$ cat config.mk
export PLATFORM = sky130hd
export DESIGN_NAME = router_fifo
export DESIGN_NICKNAME = d
export VERILOG_FILES = /design/src/rtl/router_pkg.sv /design/src/rtl/router_fifo_mem.sv /design/src/rtl/router_fifo.sv
export SDC_FILE = /design/constraint.sdc
export NUM_CORES = 1
export LEC_CHECK = 0
export ABC_AREA = 1
export CORE_AREA = 3 3 113 115
export CTS_CLUSTER_DIAMETER = 120
export DETAILED_ROUTE_END_ITERATION = 8
export DIE_AREA = 0 0 116 118
export PLACE_DENSITY = 0.83
export SYNTH_ARGS = -nofsm -noshare
export SYNTH_HDL_FRONTEND = slang
export SYNTH_SLANG_ARGS = --single-unit
$ cat constraint.sdc
create_clock -name clock -period 3.8 [get_ports clock]
set_input_delay 0.76 -clock clock [delete_from_list [all_inputs] [get_ports clock]]
set_output_delay 0.76 -clock clock [all_outputs]
set_load 0.05 [all_outputs]
$ cat src/rtl/router_pkg.sv
// Shared router constants used by the FIFO, sync and FSM stages.
package router_pkg;
  localparam int FIFO_DEPTH = 16;
  localparam int DATA_W     = 8;
  localparam int PTR_W      = 5;
  localparam int PKT_CNT_W  = 7;
endpackage

$ cat src/rtl/router_fifo_mem.sv
// Router FIFO storage: DEPTH x (DATA_W+1) words, one synchronous write port
// and one synchronous read port. The payload array has no reset; the header
// flag per entry is cleared by resetn or clear. rd_hdr/rd_len expose the entry
// at rd_addr so the packet counter can load on the same edge as the read.
module router_fifo_mem #(
  parameter int DEPTH  = 16,
  parameter int DATA_W = 8,
  parameter int AW     = 4
) (
  input  logic              clock,
  input  logic              resetn,
  input  logic              clear,
  input  logic              wr_en,
  input  logic [AW-1:0]     wr_addr,
  input  logic [DATA_W:0]   wr_word,
  input  logic              rd_en,
  input  logic [AW-1:0]     rd_addr,
  input  logic              rd_zero,
  output logic              rd_hdr,
  output logic [DATA_W-3:0] rd_len,
  output logic [DATA_W-1:0] rd_data
);
  logic [DATA_W-1:0] data_mem [DEPTH];
  logic [DEPTH-1:0]  hdr_reg;
  logic [DEPTH-1:0]  hdr_we;

  // One-hot write decode for the header flags
  generate
    for (genvar gi = 0; gi < DEPTH; gi++) begin : g_hdr_we
      assign hdr_we[gi] = wr_en && (wr_addr == AW'(gi));
    end
  endgenerate

  // Payload array write; no reset so it maps onto RAM
  always_ff @(posedge clock) begin
    if (wr_en) data_mem[wr_addr] <= wr_word[DATA_W-1:0];
  end

  // Header flags: cleared on reset/flush, captured with each write
  always_ff @(posedge clock or negedge resetn) begin
    if (!resetn) begin
      hdr_reg <= '0;
    end else if (clear) begin
      hdr_reg <= '0;
    end else begin
      for (int i = 0; i < DEPTH; i++) begin
        if (hdr_we[i]) hdr_reg[i] <= wr_word[DATA_W];
      end
    end
  end

  assign rd_hdr = hdr_reg[rd_addr];
  assign rd_len = data_mem[rd_addr][DATA_W-1:2];

  // Registered read port; zeroed when idle outside a packet
  always_ff @(posedge clock or negedge resetn) begin
    if (!resetn) begin
      rd_data <= '0;
    end else if (clear) begin
      rd_data <= '0;
    end else if (rd_en) begin
      rd_data <= data_mem[rd_addr];
    end else if (rd_zero) begin
      rd_data <= '0;
    end
  end
endmodule

$ cat src/rtl/router_fifo.sv
// Router output FIFO with header tagging and packet byte counter.
// Optional feature: define ROUTER_FIFO_ERR_EN to add the sticky err output
// (dropped write or ignored read); without it there is no err port.
module router_fifo #(
  parameter int DEPTH  = router_pkg::FIFO_DEPTH,
  parameter int DATA_W = router_pkg::DATA_W
) (
  input  logic              clock,
  input  logic              resetn,
  input  logic              soft_reset,
  input  logic              write_enb,
  input  logic              read_enb,
  input  logic              lfd_state,
  input  logic [DATA_W-1:0] data_in,
  output logic [DATA_W-1:0] data_out,
  output logic              full,
  output logic              empty
`ifdef ROUTER_FIFO_ERR_EN
  ,
  output logic              err
`endif
);
  import router_pkg::*;

  localparam int AW = $clog2(DEPTH);
  localparam int PW = AW + 1;

  logic [PW-1:0]        wr_ptr_reg;
  logic [PW-1:0]        rd_ptr_reg;
  logic [PKT_CNT_W-1:0] pkt_cnt_reg;
  logic [PKT_CNT_W-1:0] pkt_cnt_next;
  logic                 wr_ok;
  logic                 rd_ok;
  logic                 rd_zero;
  logic                 rd_hdr;
  logic [DATA_W-3:0]    rd_len;

  // Pointers equal -> empty; only the wrap bits differ -> full
  assign empty = (wr_ptr_reg == rd_ptr_reg);
  assign full  = (wr_ptr_reg[AW] != rd_ptr_reg[AW]) &&
                 (wr_ptr_reg[AW-1:0] == rd_ptr_reg[AW-1:0]);

  // Each side is gated by its own flag before the edge; flush wins over both
  assign wr_ok   = write_enb && !full  && !soft_reset;
  assign rd_ok   = read_enb  && !empty && !soft_reset;
  assign rd_zero = (pkt_cnt_reg == '0) && !rd_ok;

  router_fifo_mem #(
    .DEPTH  (DEPTH),
    .DATA_W (DATA_W),
    .AW     (AW)
  ) u_mem (
    .clock   (clock),
    .resetn  (resetn),
    .clear   (soft_reset),
    .wr_en   (wr_ok),
    .wr_addr (wr_ptr_reg[AW-1:0]),
    .wr_word ({lfd_state, data_in}),
    .rd_en   (rd_ok),
    .rd_addr (rd_ptr_reg[AW-1:0]),
    .rd_zero (rd_zero),
    .rd_hdr  (rd_hdr),
    .rd_len  (rd_len),
    .rd_data (data_out)
  );

  // Pointer advance, wrapping modulo 2*DEPTH through the wrap bit
  always_ff @(posedge clock or negedge resetn) begin
    if (!resetn) begin
      wr_ptr_reg <= '0;
      rd_ptr_reg <= '0;
    end else if (soft_reset) begin
      wr_ptr_reg <= '0;
      rd_ptr_reg <= '0;
    end else begin
      if (wr_ok) wr_ptr_reg <= wr_ptr_reg + PW'(1);
      if (rd_ok) rd_ptr_reg <= rd_ptr_reg + PW'(1);
    end
  end

  // Header read loads length+parity; payload reads count down, saturating at 0
  always_comb begin
    pkt_cnt_next = pkt_cnt_reg;
    if (rd_ok) begin
      if (rd_hdr) begin
        pkt_cnt_next = PKT_CNT_W'(rd_len) + PKT_CNT_W'(1);
      end else if (pkt_cnt_reg != '0) begin
        pkt_cnt_next = pkt_cnt_reg - PKT_CNT_W'(1);
      end
    end
  end

  // Packet counter register; a flush abandons any packet in progress
  always_ff @(posedge clock or negedge resetn) begin
    if (!resetn) begin
      pkt_cnt_reg <= '0;
    end else if (soft_reset) begin
      pkt_cnt_reg <= '0;
    end else begin
      pkt_cnt_reg <= pkt_cnt_next;
    end
  end

`ifdef ROUTER_FIFO_ERR_EN
  // Sticky error on a dropped write or an ignored read
  always_ff @(posedge clock or negedge resetn) begin
    if (!resetn) begin
      err <= 1'b0;
    end else if (soft_reset) begin
      err <= 1'b0;
    end else if ((write_enb && full) || (read_enb && empty)) begin
      err <= 1'b1;
    end
  end
`endif
endmodule

==> results of run 1 <==
==> power breakdown <==
part	switching, mW	total, mW	internal [mW]	leakage (nW)
logic	0.629	0.903	0.274	1.69
registers	0.0412	2.09	2.05	1.72
clock network	0.674	1.59	0.915	0.244
total	1.34	4.58	3.24	3.65
==> cells in the mapped netlist (7+ instances only) <==
master	instances	area, um^2
sky130_fd_sc_hd__nor2_1	54	203
sky130_fd_sc_hd__xor2_1	7	61.3
sky130_fd_sc_hd__o21ai_1	15	75.1
sky130_fd_sc_hd__nand2_1	215	807
sky130_fd_sc_hd__edfxtp_1	128	3840
sky130_fd_sc_hd__buf_4	9	67.6
sky130_fd_sc_hd__inv_1	89	334
sky130_fd_sc_hd__dfrtp_1	41	1030
sky130_fd_sc_hd__nor2_2	7	43.8
sky130_fd_sc_hd__inv_2	7	26.3
sky130_fd_sc_hd__nand3_1	72	360
sky130_fd_sc_hd__ha_1	8	100
sky130_fd_sc_hd__o21ai_0	45	225
sky130_fd_sc_hd__buf_2	9	45.0
sky130_fd_sc_hd__buf_6	7	78.8
sky130_fd_sc_hd__a21oi_1	22	110
==> worst reg2reg max path, stage by stage, from the launching register on <==
cell and delay (ns):
sky130_fd_sc_hd__dfrtp_2 0.40, sky130_fd_sc_hd__buf_4 0.66, sky130_fd_sc_hd__nand2_1 0.16, sky130_fd_sc_hd__nand2_1 0.11, sky130_fd_sc_hd__nand2_1 0.06, sky130_fd_sc_hd__nand3_1 0.17
sky130_fd_sc_hd__nand3_1 0.13, sky130_fd_sc_hd__nand2_2 0.13, sky130_fd_sc_hd__ha_1 0.18, sky130_fd_sc_hd__a21boi_1 0.23, sky130_fd_sc_hd__nand2_1 0.11, sky130_fd_sc_hd__nand2_1 0.08
sky130_fd_sc_hd__nand2_1 0.05, sky130_fd_sc_hd__nand2_1 0.07, sky130_fd_sc_hd__nand2_1 0.05
==> stage by stage <==
stage	hold slack [ns]	instance area, um^2	total power, mW
after detailed placement	0.475	7960	3.01
after CTS	0.484	8490	4.58
final	0.474	8490	4.58
after floorplan	0.453	7730	2.80
after global placement	0.464	7960	2.96
after global routing	0.522	8490	4.77
==> placed cells by master, fill, tap and decap left out, types with 2 or more instances in the layout <==
master                            instances
sky130_fd_sc_hd__nor3_1                   4
sky130_fd_sc_hd__o21ai_1                 15
sky130_fd_sc_hd__xnor2_1                  2
sky130_fd_sc_hd__ha_1                     8
sky130_fd_sc_hd__o31ai_1                  2
sky130_fd_sc_hd__edfxtp_1               128
sky130_fd_sc_hd__nand2_2                  5
sky130_fd_sc_hd__nand3_2                  3
sky130_fd_sc_hd__nor2_1                  54
sky130_fd_sc_hd__a32o_1                   2
sky130_fd_sc_hd__xor2_1                   7
sky130_fd_sc_hd__a22oi_1                  3
sky130_fd_sc_hd__a221oi_1                 2
sky130_fd_sc_hd__buf_4                    4
sky130_fd_sc_hd__clkinv_1                 2
sky130_fd_sc_hd__nand3_1                 72
sky130_fd_sc_hd__a22o_1                   2
sky130_fd_sc_hd__nand2_4                  2
sky130_fd_sc_hd__clkdlybuf4s50_1         22
sky130_fd_sc_hd__clkinvlp_4               5
sky130_fd_sc_hd__inv_1                   89
sky130_fd_sc_hd__a21oi_1                 22
sky130_fd_sc_hd__o21ai_0                 45
sky130_fd_sc_hd__nor2_2                   7
sky130_fd_sc_hd__inv_2                    7
sky130_fd_sc_hd__o22ai_1                  2
sky130_fd_sc_hd__dfrtp_1                 40
sky130_fd_sc_hd__nand2_1                215
sky130_fd_sc_hd__clkbuf_1                 6
sky130_fd_sc_hd__clkbuf_16               17
==> area by class of cell <==
class                   count  area share, %
clock inverters             8          0.899
flip-flops and latches    169           57.4
repair buffers             27           3.01
multi-input cells         482           26.8
well taps                 147           2.17
clock buffers              24           5.44
inverters                  98           4.36
==> per-layer routing <==
metal,vias to the layer above,global-route usage [%],share of wire [%],wire length (um)
met4,0,12.8,3.2,580
met5,-,0,0,0
met3,52,5.30,7.6,1370
met2,308,44.1,50,8980
met1,2716,36.2,39,6960
li1,2607,-,-,-
==> kinds of logic (layout without fill, tap and decap cells) <==
family / Yosys count / after routing
AO/OA/AOI/OAI: 98 / 98
XOR/XNOR: 9 / 9
adder cells (fa/ha/maj): 8 / 8
flip-flops: 169 / 169
AND/OR/NAND/NOR: 367 / 367
buffers and inverters: 127 / 157
==> path summary, 6_finish.rpt <==
check                          startpoint             end  slack (ns)  depth (start not counted)
max                         rd_ptr_reg[2]            full        0.50                          6
min                                resetn  pkt_cnt_reg[3]        0.47                          1
max reg2reg                 rd_ptr_reg[0]  pkt_cnt_reg[4]        1.10                         14
min reg2reg                pkt_cnt_reg[0]  pkt_cnt_reg[0]        0.49                          2
max in group asynchronous          resetn   rd_ptr_reg[0]        2.68                          1
min in group clock         pkt_cnt_reg[0]  pkt_cnt_reg[0]        0.49                          2
==> flow_summary.ini, run 1 <==
[outcome]
status = complete, no violations

[layout]
layout.nets = 817
multi_input_area_um2 = 2270
antenna_cells = 0
fillerInstances = 817
number_of_flip_flops_in_the_largest_register = 128
final_layout_size_suffix_gt1_share_pct = 7.30
layout.area.seq_um2 = 4870
finalNonFillerCells = 955
final_util_pct = 71.3
synthToLayoutAreaGrowth_pct = 9.84

[logic_synthesis]
yosysSeqAreaShare_pct = 63.0
synth_simple_gate_area_share_pct = 20.1
multiplexer_share_of_the_synthesized_area_pct = 0
synth_edf_count = 128
ys.flop_type = sky130_fd_sc_hd__edfxtp_1
synth_cell_types = 39
post_syn_area_um2 = 7730
synth_nets = 800
synth_compound_gate_area_share_pct = 6.96
synthArstFlopShare_pct = 24.3
post_synth_inst_count = 778
syn_area_per_cell_um2 = 9.94
synthXorXnorAreaFrac_pct = 1.02
ys_warn_count = 0
postSynthRegisterBits = 169
synthAdderAreaFrac_pct = 1.29
main_combinational_cell_family_by_area_after_synthesis = simple AND/OR/NAND/NOR gates

[critical_path]
worstPathCellList = xor2_1, nor2_1, nand2_1, or2_4, inv_1, clkdlybuf4s50_1
critical_path.startpoint_type = flop
timing.critical_path.max_delay_family = buffers and inverters
end_kind = output port
cp_data_required_time_ns = 3.04
worstPathMaxFanout = 13
slowest_stage = sky130_fd_sc_hd__clkdlybuf4s50_1
critical_path_buffer_and_inverter_count = 2
timing.critical_path.arrival_ns = 2.54
timing_worst_setup_path_type = flop to output port
worst_path_largest_cell_delay_ns = 0.79

[floorplanning]
design.die.area_um2 = 13700
core_area_um2 = 11900
core.rowCount = 40
boundaryPins = 24
initial_core_util_pct = 64.9
floorplan.die.height_um = 118
floorplan.die.width_um = 116

[detailed_routing]
first_pass_iters = 5
iteration_0_drc_markers = 636
drc_errors = 0
viasPerCell = 5.95
route.detailed.wl_per_inst_um = 18.7
wirelength_um = 17900
via_count = 5683
route.antenna.remaining_nets = 0

[worst_hold_path]
hold_class = input pin to async pin

[job]
max_cap_viol_count = 0

[power_and_ir_drop]
power.ir.vdd_worst_mv = 0.352
power.static_leakage_nw = 3.65
p_per_area_nw_per_um2 = 540

[placed_design]
routabilityCongestion = 0.971
half_perimeter_wire_length_after_detailed_placement_um = 11200
port_buffers = 23
placedCellCount = 923
dp_worst_setup_slack_ns = 0.959

[clock_network]
cts.path.max_buffers = 2
clk-insertion-delay-late_ns = 0.43
cts_sinks = 169
cts_resized = 0
cts.htree.levels = 4
cts_tree = done
holdBufCountCts = 0
clockRootBuffer = sky130_fd_sc_hd__clkbuf_16
clkSlewWorstSetupHoldPaths_ns = 0.06
clock_buffer_count_from_cts = 17
post_cts_setup_inserts = 0

[sta]
setup_slack_ns = 0.499
maxClockFrequency_mhz = 303
worst_slew_pin_slew_ns = 0.931
relSlewSlack_pct = 37.9
timing.final.crit_period_ns = 3.30
timing.clock.skew_ns = 0.00781
final_hold_viol_count = 0
setup-violations-final = 0
finalMaxSlewViolations = 0
fin_crit_sh_pct = 86.9
fin_setup_tns_ns = 0
setup_repair_after_global_routing_missed_its_margin = false

[global_routing]
grt_pass1_vias = 5590
antenna_violations_before_repair = 0
first_pass_grt_wire_length_um = 28400
grt_util_all_layers_pct = 27.5
grt_max_degree = 77
congestion_overflow_gr = 0
Note: power is estimated with default switching activity, not from simulation.
==> inputs of run 2 (changes only) <==
--- a/config.mk
+++ b/config.mk
@@ -6,11 +6,12 @@
 export NUM_CORES = 1
 export LEC_CHECK = 0
 export ABC_AREA = 1
-export CORE_AREA = 3 3 113 115
+export CORE_AREA = 3 3 114 116
 export CTS_CLUSTER_DIAMETER = 120
 export DETAILED_ROUTE_END_ITERATION = 8
-export DIE_AREA = 0 0 116 118
-export PLACE_DENSITY = 0.83
+export DIE_AREA = 0 0 117 119
+export PLACE_DENSITY = 0.84
 export SYNTH_ARGS = -nofsm -noshare
 export SYNTH_HDL_FRONTEND = slang
+export SYNTH_HIERARCHICAL = 1
 export SYNTH_SLANG_ARGS = --single-unit
==> run 2 against run 1 <==
Compared with the run above:
- die area up 1.7%
- sequential power about the same
- core utilization up 1.4 points
- area after synthesis up 2.9%
- combinational power down 9.4%
- wire length up 8.2%
- largest power group unchanged
- non-clock buffer count up 2
- clock skew up 0.0020 ns
==> flow_summary.ini, run 2 <==
[clock_network]
cts.path.max_buffers = 2
clock_buffer_count_from_cts = 17
cts_sinks = 169
clk-insertion-delay-late_ns = 0.43
cts.htree.levels = 4
post_cts_setup_inserts = 0
holdBufCountCts = 0
clockRootBuffer = sky130_fd_sc_hd__clkbuf_16
cts_tree = done
cts_resized = 0
clkSlewWorstSetupHoldPaths_ns = 0.06

[critical_path]
worstPathCellList = inv_2, nand2_1, nand2_1, nor2_2, nand3_1, inv_1, clkdlybuf4s50_1
slowest_stage = sky130_fd_sc_hd__clkdlybuf4s50_1
timing.critical_path.max_delay_family = buffers and inverters
worst_path_largest_cell_delay_ns = 0.79
crit_top_cell = sky130_fd_sc_hd__nand2_1
timing_worst_setup_path_type = flop to output port
cp_data_required_time_ns = 3.04
critical_path_buffer_and_inverter_count = 3
timing.critical_path.arrival_ns = 2.41
worstPathMaxFanout = 14
end_kind = output port
critical_path.startpoint_type = flop

[floorplanning]
floorplan.die.width_um = 117
floorplan.die.height_um = 119
design.die.area_um2 = 13900
initial_core_util_pct = 66.3
boundaryPins = 24
core_area_um2 = 12000
core.rowCount = 40

[global_routing]
antenna_violations_before_repair = 0
congestion_overflow_gr = 0
grt_max_degree = 73
grt_pass1_vias = 6031
first_pass_grt_wire_length_um = 30800
grt_util_all_layers_pct = 29.4

[logic_synthesis]
synth_area_leader_cell = sky130_fd_sc_hd__edfxtp_1
yosysSeqAreaShare_pct = 61.2
yosysTopAreaCellShare_pct = 48.3
post_syn_area_um2 = 7960
synth_cell_types = 30
ys.flop_type = sky130_fd_sc_hd__edfxtp_1
synthMostInstantiatedCell = sky130_fd_sc_hd__nand2_1
synthTopCellsByArea = sky130_fd_sc_hd__edfxtp_1 48%, sky130_fd_sc_hd__dfrtp_1 13%, sky130_fd_sc_hd__nand2_1 13%
synthArstFlopShare_pct = 24.3
synth_edf_count = 128
postSynthRegisterBits = 169
netlist_top_cells_count = 266 x sky130_fd_sc_hd__nand2_1, 141 x sky130_fd_sc_hd__nand3_1, 138 x sky130_fd_sc_hd__inv_1
syn_area_per_cell_um2 = 9.18
synth_nets = 885
ys_warn_count = 6
post_synth_inst_count = 867

[power_and_ir_drop]
power.ir.vdd_worst_mv = 0.373
p_per_area_nw_per_um2 = 514
power.static_leakage_nw = 3.98
total_power_mw = 4.48

[layout]
layout_common_cells = 266 x sky130_fd_sc_hd__nand2_1, 141 x sky130_fd_sc_hd__nand3_1, 138 x sky130_fd_sc_hd__inv_1
synthToLayoutAreaGrowth_pct = 9.72
multi_input_area_um2 = 2320
finalNonFillerCells = 1041
fillerInstances = 814
most_common_library_cell_in_the_layout_ignoring_fill_and_taps = sky130_fd_sc_hd__nand2_1
antenna_cells = 0
layout.nets = 899
final_layout_size_suffix_gt1_share_pct = 5.03
number_of_flip_flops_in_the_largest_register = 128
layout.area.seq_um2 = 4870

[detailed_routing]
route.detailed.wl_per_inst_um = 18.6
first_pass_iters = 7
drc_errors = 0
via_count = 6315
iteration_0_drc_markers = 994
wirelength_um = 19400
route.antenna.remaining_nets = 0
viasPerCell = 6.07

[placed_design]
placedCellCount = 1009
port_buffers = 23
half_perimeter_wire_length_after_detailed_placement_um = 12200
routabilityCongestion = 1.00

[sta]
fin_crit_sh_pct = 83.5
timing.clock.skew_ns = 0.00979
worst_slew_pin_slew_ns = 1.01
relSlewSlack_pct = 32.8
maxClockFrequency_mhz = 315
fin_setup_tns_ns = 0
timing.final.crit_period_ns = 3.17
finalMaxSlewViolations = 0
final_hold_viol_count = 0
worst_hold_slack_ns = 0.478
setup_repair_after_global_routing_missed_its_margin = false
setup-violations-final = 0

[worst_hold_path]
hold_class = flop to flop

[outcome]
status = complete, no violations

[job]
max_cap_viol_count = 0
==> run 2: changes by cell type in the layout (fill, tap and decap cells not counted), moves of 4 or more <==
cell                       previous run  this run
sky130_fd_sc_hd__a21oi_1             22         7
sky130_fd_sc_hd__ha_1                 8         4
sky130_fd_sc_hd__inv_1               89       138
sky130_fd_sc_hd__inv_2                7         3
sky130_fd_sc_hd__nand2_1            215       266
sky130_fd_sc_hd__nand3_1             72       141
sky130_fd_sc_hd__nand4_1              1         8
sky130_fd_sc_hd__nor2_1              54        37
sky130_fd_sc_hd__nor2_2               7         1
sky130_fd_sc_hd__o211ai_1             0         4
sky130_fd_sc_hd__o21ai_0             45        28
sky130_fd_sc_hd__o21ai_1             15         3
==> run 2: per-stage QoR <==
| stage | cell area (um^2) | util [%] | setup WS, ns |
|---|---|---|---|
| 2_1_floorplan | 7960 | - | 1.48 |
| 3_3_place_gp | 8190 | 68.2 | 0.719 |
| 3_5_place_dp | 8190 | 68.2 | 0.622 |
| 4_1_cts | 8730 | 72.7 | 0.627 |
| 5_1_grt | 8730 | 72.7 | 0.507 |
| 6_report | 8730 | 72.7 | 0.627 |
==> run 2: cell families after synthesis <==
family                     after synthesis  synth area share, %
buffers and inverters                  179                 9.69
xor gates and xnor gates                 8                0.881
DFF                                    169                 61.2
AOI/OAI and AO/OA                       44                 2.96
adders and majority gates                4                0.629
and+or+nand+nor                        463                 24.7
==> run 2: metal layers <==
layer | vias to the layer above | part of all wire (%) | wire length (um) | GRT usage (%)
met5 | - | 0 | 0 | 0
met4 | 0 | 4.2 | 817 | 13.3
met3 | 95 | 11 | 2080 | 7.72
met2 | 457 | 47 | 9140 | 46.0
met1 | 2943 | 38 | 7320 | 38.3
li1 | 2820 | - | - | -
==> run 2: worst register-to-register path: cells and delay by family, from the launching register on <==
kind / cells / cell delay (ns)
buf+inv: 2 / 0.42
flops: 1 / 0.65
simple gates: 9 / 1.68
==> run 2: final cells by class <==
class / count / share of cell area [%]
Timing Repair Buffer: 29 / 3.07
Tap cell: 147 / 2.11
Multi-Input combinational cell: 519 / 26.5
Clock inverter: 12 / 1.20
Clock buffer: 20 / 5.00
Sequential cell: 169 / 55.8
Inverter: 145 / 6.29
==> run 2: report_power, final <==
part | switching [mW] | internal (mW) | leakage [nW]
clock | 0.681 | 0.895 | 0.242
sequential | 0.0431 | 2.05 | 1.71
combinational | 0.580 | 0.238 | 2.02
total | 1.30 | 3.18 | 3.98
==> run 2: path summary, 6_finish.rpt <==
| kind | slack, ns | endpoint | from | depth (start not counted) |
|---|---|---|---|---|
| max | 0.63 | empty | rd_ptr_reg[3] | 7 |
| min in group asynchronous | 0.50 | u_mem/rd_data[7] | resetn | 1 |
| max reg2reg | 0.71 | u_mem/data_mem[11][4] | rd_ptr_reg[3] | 11 |
| min | 0.48 | u_mem/rd_data[6] | u_mem/rd_data[6] | 2 |
| max in group asynchronous | 2.61 | rd_ptr_reg[0] | resetn | 1 |
| min reg2reg | 0.48 | u_mem/rd_data[6] | u_mem/rd_data[6] | 2 |
==> inputs of run 3 (changes only) <==
--- a/config.mk
+++ b/config.mk
@@ -6,11 +6,11 @@
 export NUM_CORES = 1
 export LEC_CHECK = 0
 export ABC_AREA = 1
-export CORE_AREA = 3 3 114 116
+export CORE_AREA = 3 3 124 126
 export CTS_CLUSTER_DIAMETER = 120
 export DETAILED_ROUTE_END_ITERATION = 8
-export DIE_AREA = 0 0 117 119
-export PLACE_DENSITY = 0.84
+export DIE_AREA = 0 0 127 129
+export PLACE_DENSITY = 0.75
 export SYNTH_ARGS = -nofsm -noshare
 export SYNTH_HDL_FRONTEND = slang
 export SYNTH_HIERARCHICAL = 1
==> constraint.sdc (replaced) <==
create_clock -name clock -period 2.6 [get_ports clock]
set_input_delay 0.52 -clock clock [delete_from_list [all_inputs] [get_ports clock]]
set_output_delay 0.52 -clock clock [all_outputs]
set_load 0.05 [all_outputs]
==> run 3 against run 2 <==
Compared with the run above:
- global-route usage fell by 5.9 points
- clock skew fell by 0.0023 ns
- worst setup slack got worse by 0.52 ns
- register-to-register slack got worse by 0.57 ns
- sequential cell count did not move
- non-clock buffer count rose by 31
- highest routed layer unchanged
- critical path type unchanged
==> flow_summary.ini, run 3 (synthesis gave the netlist of run 2 again) <==
[outcome]
status = complete, no violations

[sta]
setup_repair_after_global_routing_missed_its_margin = false
timing.clock.skew_ns = 0.00751
timing.final.crit_period_ns = 2.49
maxClockFrequency_mhz = 402
fin_crit_sh_pct = 95.8
relSlewSlack_pct = 50.3
finalMaxSlewViolations = 0
fin_setup_tns_ns = 0
worst_slew_pin_slew_ns = 0.743
final_hold_viol_count = 0
setup-violations-final = 0

[critical_path]
worstPathMaxFanout = 6
crit_top_cell = sky130_fd_sc_hd__nand2_1
timing.critical_path.arrival_ns = 1.97
slowest_stage = sky130_fd_sc_hd__dfrtp_2
worstPathCellList = inv_1, nand2_1, nand2_1, nor2_2, nand2_1, or2_1, buf_4, inv_1, buf_12
timing_worst_setup_path_type = flop to output port
worst_path_largest_cell_delay_ns = 0.48
end_kind = output port
critical_path.startpoint_type = flop
cp_data_required_time_ns = 2.08

[power_and_ir_drop]
power.sequential.fraction_pct = 44.7
swShare_pct = 27.8
clock_power_share_pct = 36.9
power.static_leakage_nw = 4.17
power.internal_mw = 4.94
power_switching_mw = 1.90
power.ir.vdd_worst_mv = 0.447
p_per_area_nw_per_um2 = 751
pwr-share-comb_pct = 18.3

[clock_network]
cts_sinks = 169
cts.htree.levels = 4
clkSlewWorstSetupHoldPaths_ns = 0.06
holdBufCountCts = 0
cts.path.max_buffers = 2
clockRootBuffer = sky130_fd_sc_hd__clkbuf_16
clk-insertion-delay-late_ns = 0.43
cts_tree = done
clock_buffer_count_from_cts = 17

[floorplanning]
floorplan.die.width_um = 127
floorplan.die.height_um = 129
core_area_um2 = 14400
boundaryPins = 24
core.rowCount = 44
initial_core_util_pct = 55.2
design.die.area_um2 = 16400

[global_routing]
antenna_violations_before_repair = 0
congestion_overflow_gr = 0
first_pass_grt_wire_length_um = 29200
grt_max_degree = 55
grt_util_all_layers_pct = 23.4
grt_pass1_vias = 5603

[detailed_routing]
viasPerCell = 5.43
route.detailed.wl_per_inst_um = 16.5
first_pass_iters = 5
via_count = 6024
iteration_0_drc_markers = 781
drc_errors = 0
wirelength_um = 18300
route.antenna.remaining_nets = 0

[layout]
layout.nets = 930
final_util_pct = 63.2
number_of_flip_flops_in_the_largest_register = 128
synthToLayoutAreaGrowth_pct = 14.5
antenna_cells = 0
final_layout_size_suffix_gt1_share_pct = 8.76
most_common_library_cell_in_the_layout_ignoring_fill_and_taps = sky130_fd_sc_hd__nand2_1
layout_common_cells = 266 x sky130_fd_sc_hd__nand2_1, 141 x sky130_fd_sc_hd__nand3_1, 136 x sky130_fd_sc_hd__inv_1

[worst_hold_path]
hold_class = input pin to async pin

[placed_design]
half_perimeter_wire_length_after_detailed_placement_um = 12000
port_buffers = 23
routabilityCongestion = 0.978

[job]
max_cap_viol_count = 0
-- run 3: worst max-delay path: cells and delay by family, from the launching register on --
family                 cells  cell delay, ns
flip-flops                 1            0.48
AND/OR/NAND/NOR            5            0.58
buffers and inverters      4            0.50
-- run 3: final cells by class --
class                           instances  area, um^2
Timing Repair Buffer                   60         539
Multi-Input combinational cell        519        2320
Sequential cell                       169        4870
Tap cell                              184         230
Clock buffer                           21         450
Clock inverter                         11         149
Fill cell                            1152        5310
Inverter                              145         554
-- run 3: what timing repair did --
| item | in CTS | in global routing |
|---|---|---|
| setup buffers | 0 | 1 |
| endpoints found under the setup margin | 0 | 63 |
| hold endpoints to repair | 0 | 0 |
| gates resized for setup | 0 | 8 |
-- run 3: stage by stage --
stage | hold WS, ns | cells | cell area [um^2] | power (mW) | setup WS (ns)
2_1_floorplan | 0.224 | 867 | 7960 | 3.97 | 0.281
3_3_place_gp | 0.459 | 1076 | 8500 | 4.32 | 0.134
3_5_place_dp | 0.466 | 1076 | 8500 | 4.33 | 0.0755
4_1_cts | 0.0878 | 1108 | 9090 | 6.86 | 0.0297
5_1_grt | 0.106 | 1109 | 9110 | 7.16 | 0.0185
6_report | 0.0961 | 1109 | 9110 | 6.84 | 0.110
-- run 3: worst paths after layout --
path                                   from                    end  slack, ns  cells after the start
max in group asynchronous            resetn          wr_ptr_reg[0]       1.96                      2
hold / removal                       resetn       u_mem/rd_data[6]        0.1                      1
min in group clock         u_mem/rd_data[5]       u_mem/rd_data[5]       0.48                      2
setup reg to reg              rd_ptr_reg[0]  u_mem/data_mem[14][4]       0.14                     13
hold reg to reg            u_mem/rd_data[5]       u_mem/rd_data[5]       0.48                      2
setup / recovery              rd_ptr_reg[0]                   full       0.11                      9
-- run 3: power by group through the flow --
stage	clock [mW]	sequential [mW]	combinational [mW]
after floorplan	0	3.13	0.839
after global placement	0	3.11	1.21
after detailed placement	0	3.11	1.22
after CTS	2.57	3.06	1.23
after global routing	2.69	3.07	1.40
final	2.53	3.06	1.26
-- run 3: metal layers --
layer / global-route usage [%] / wire, um
met1: 30.8 / 7470
met2: 37.7 / 8770
met3: 5.40 / 1420
met4: 10.3 / 598
met5: 0 / 0
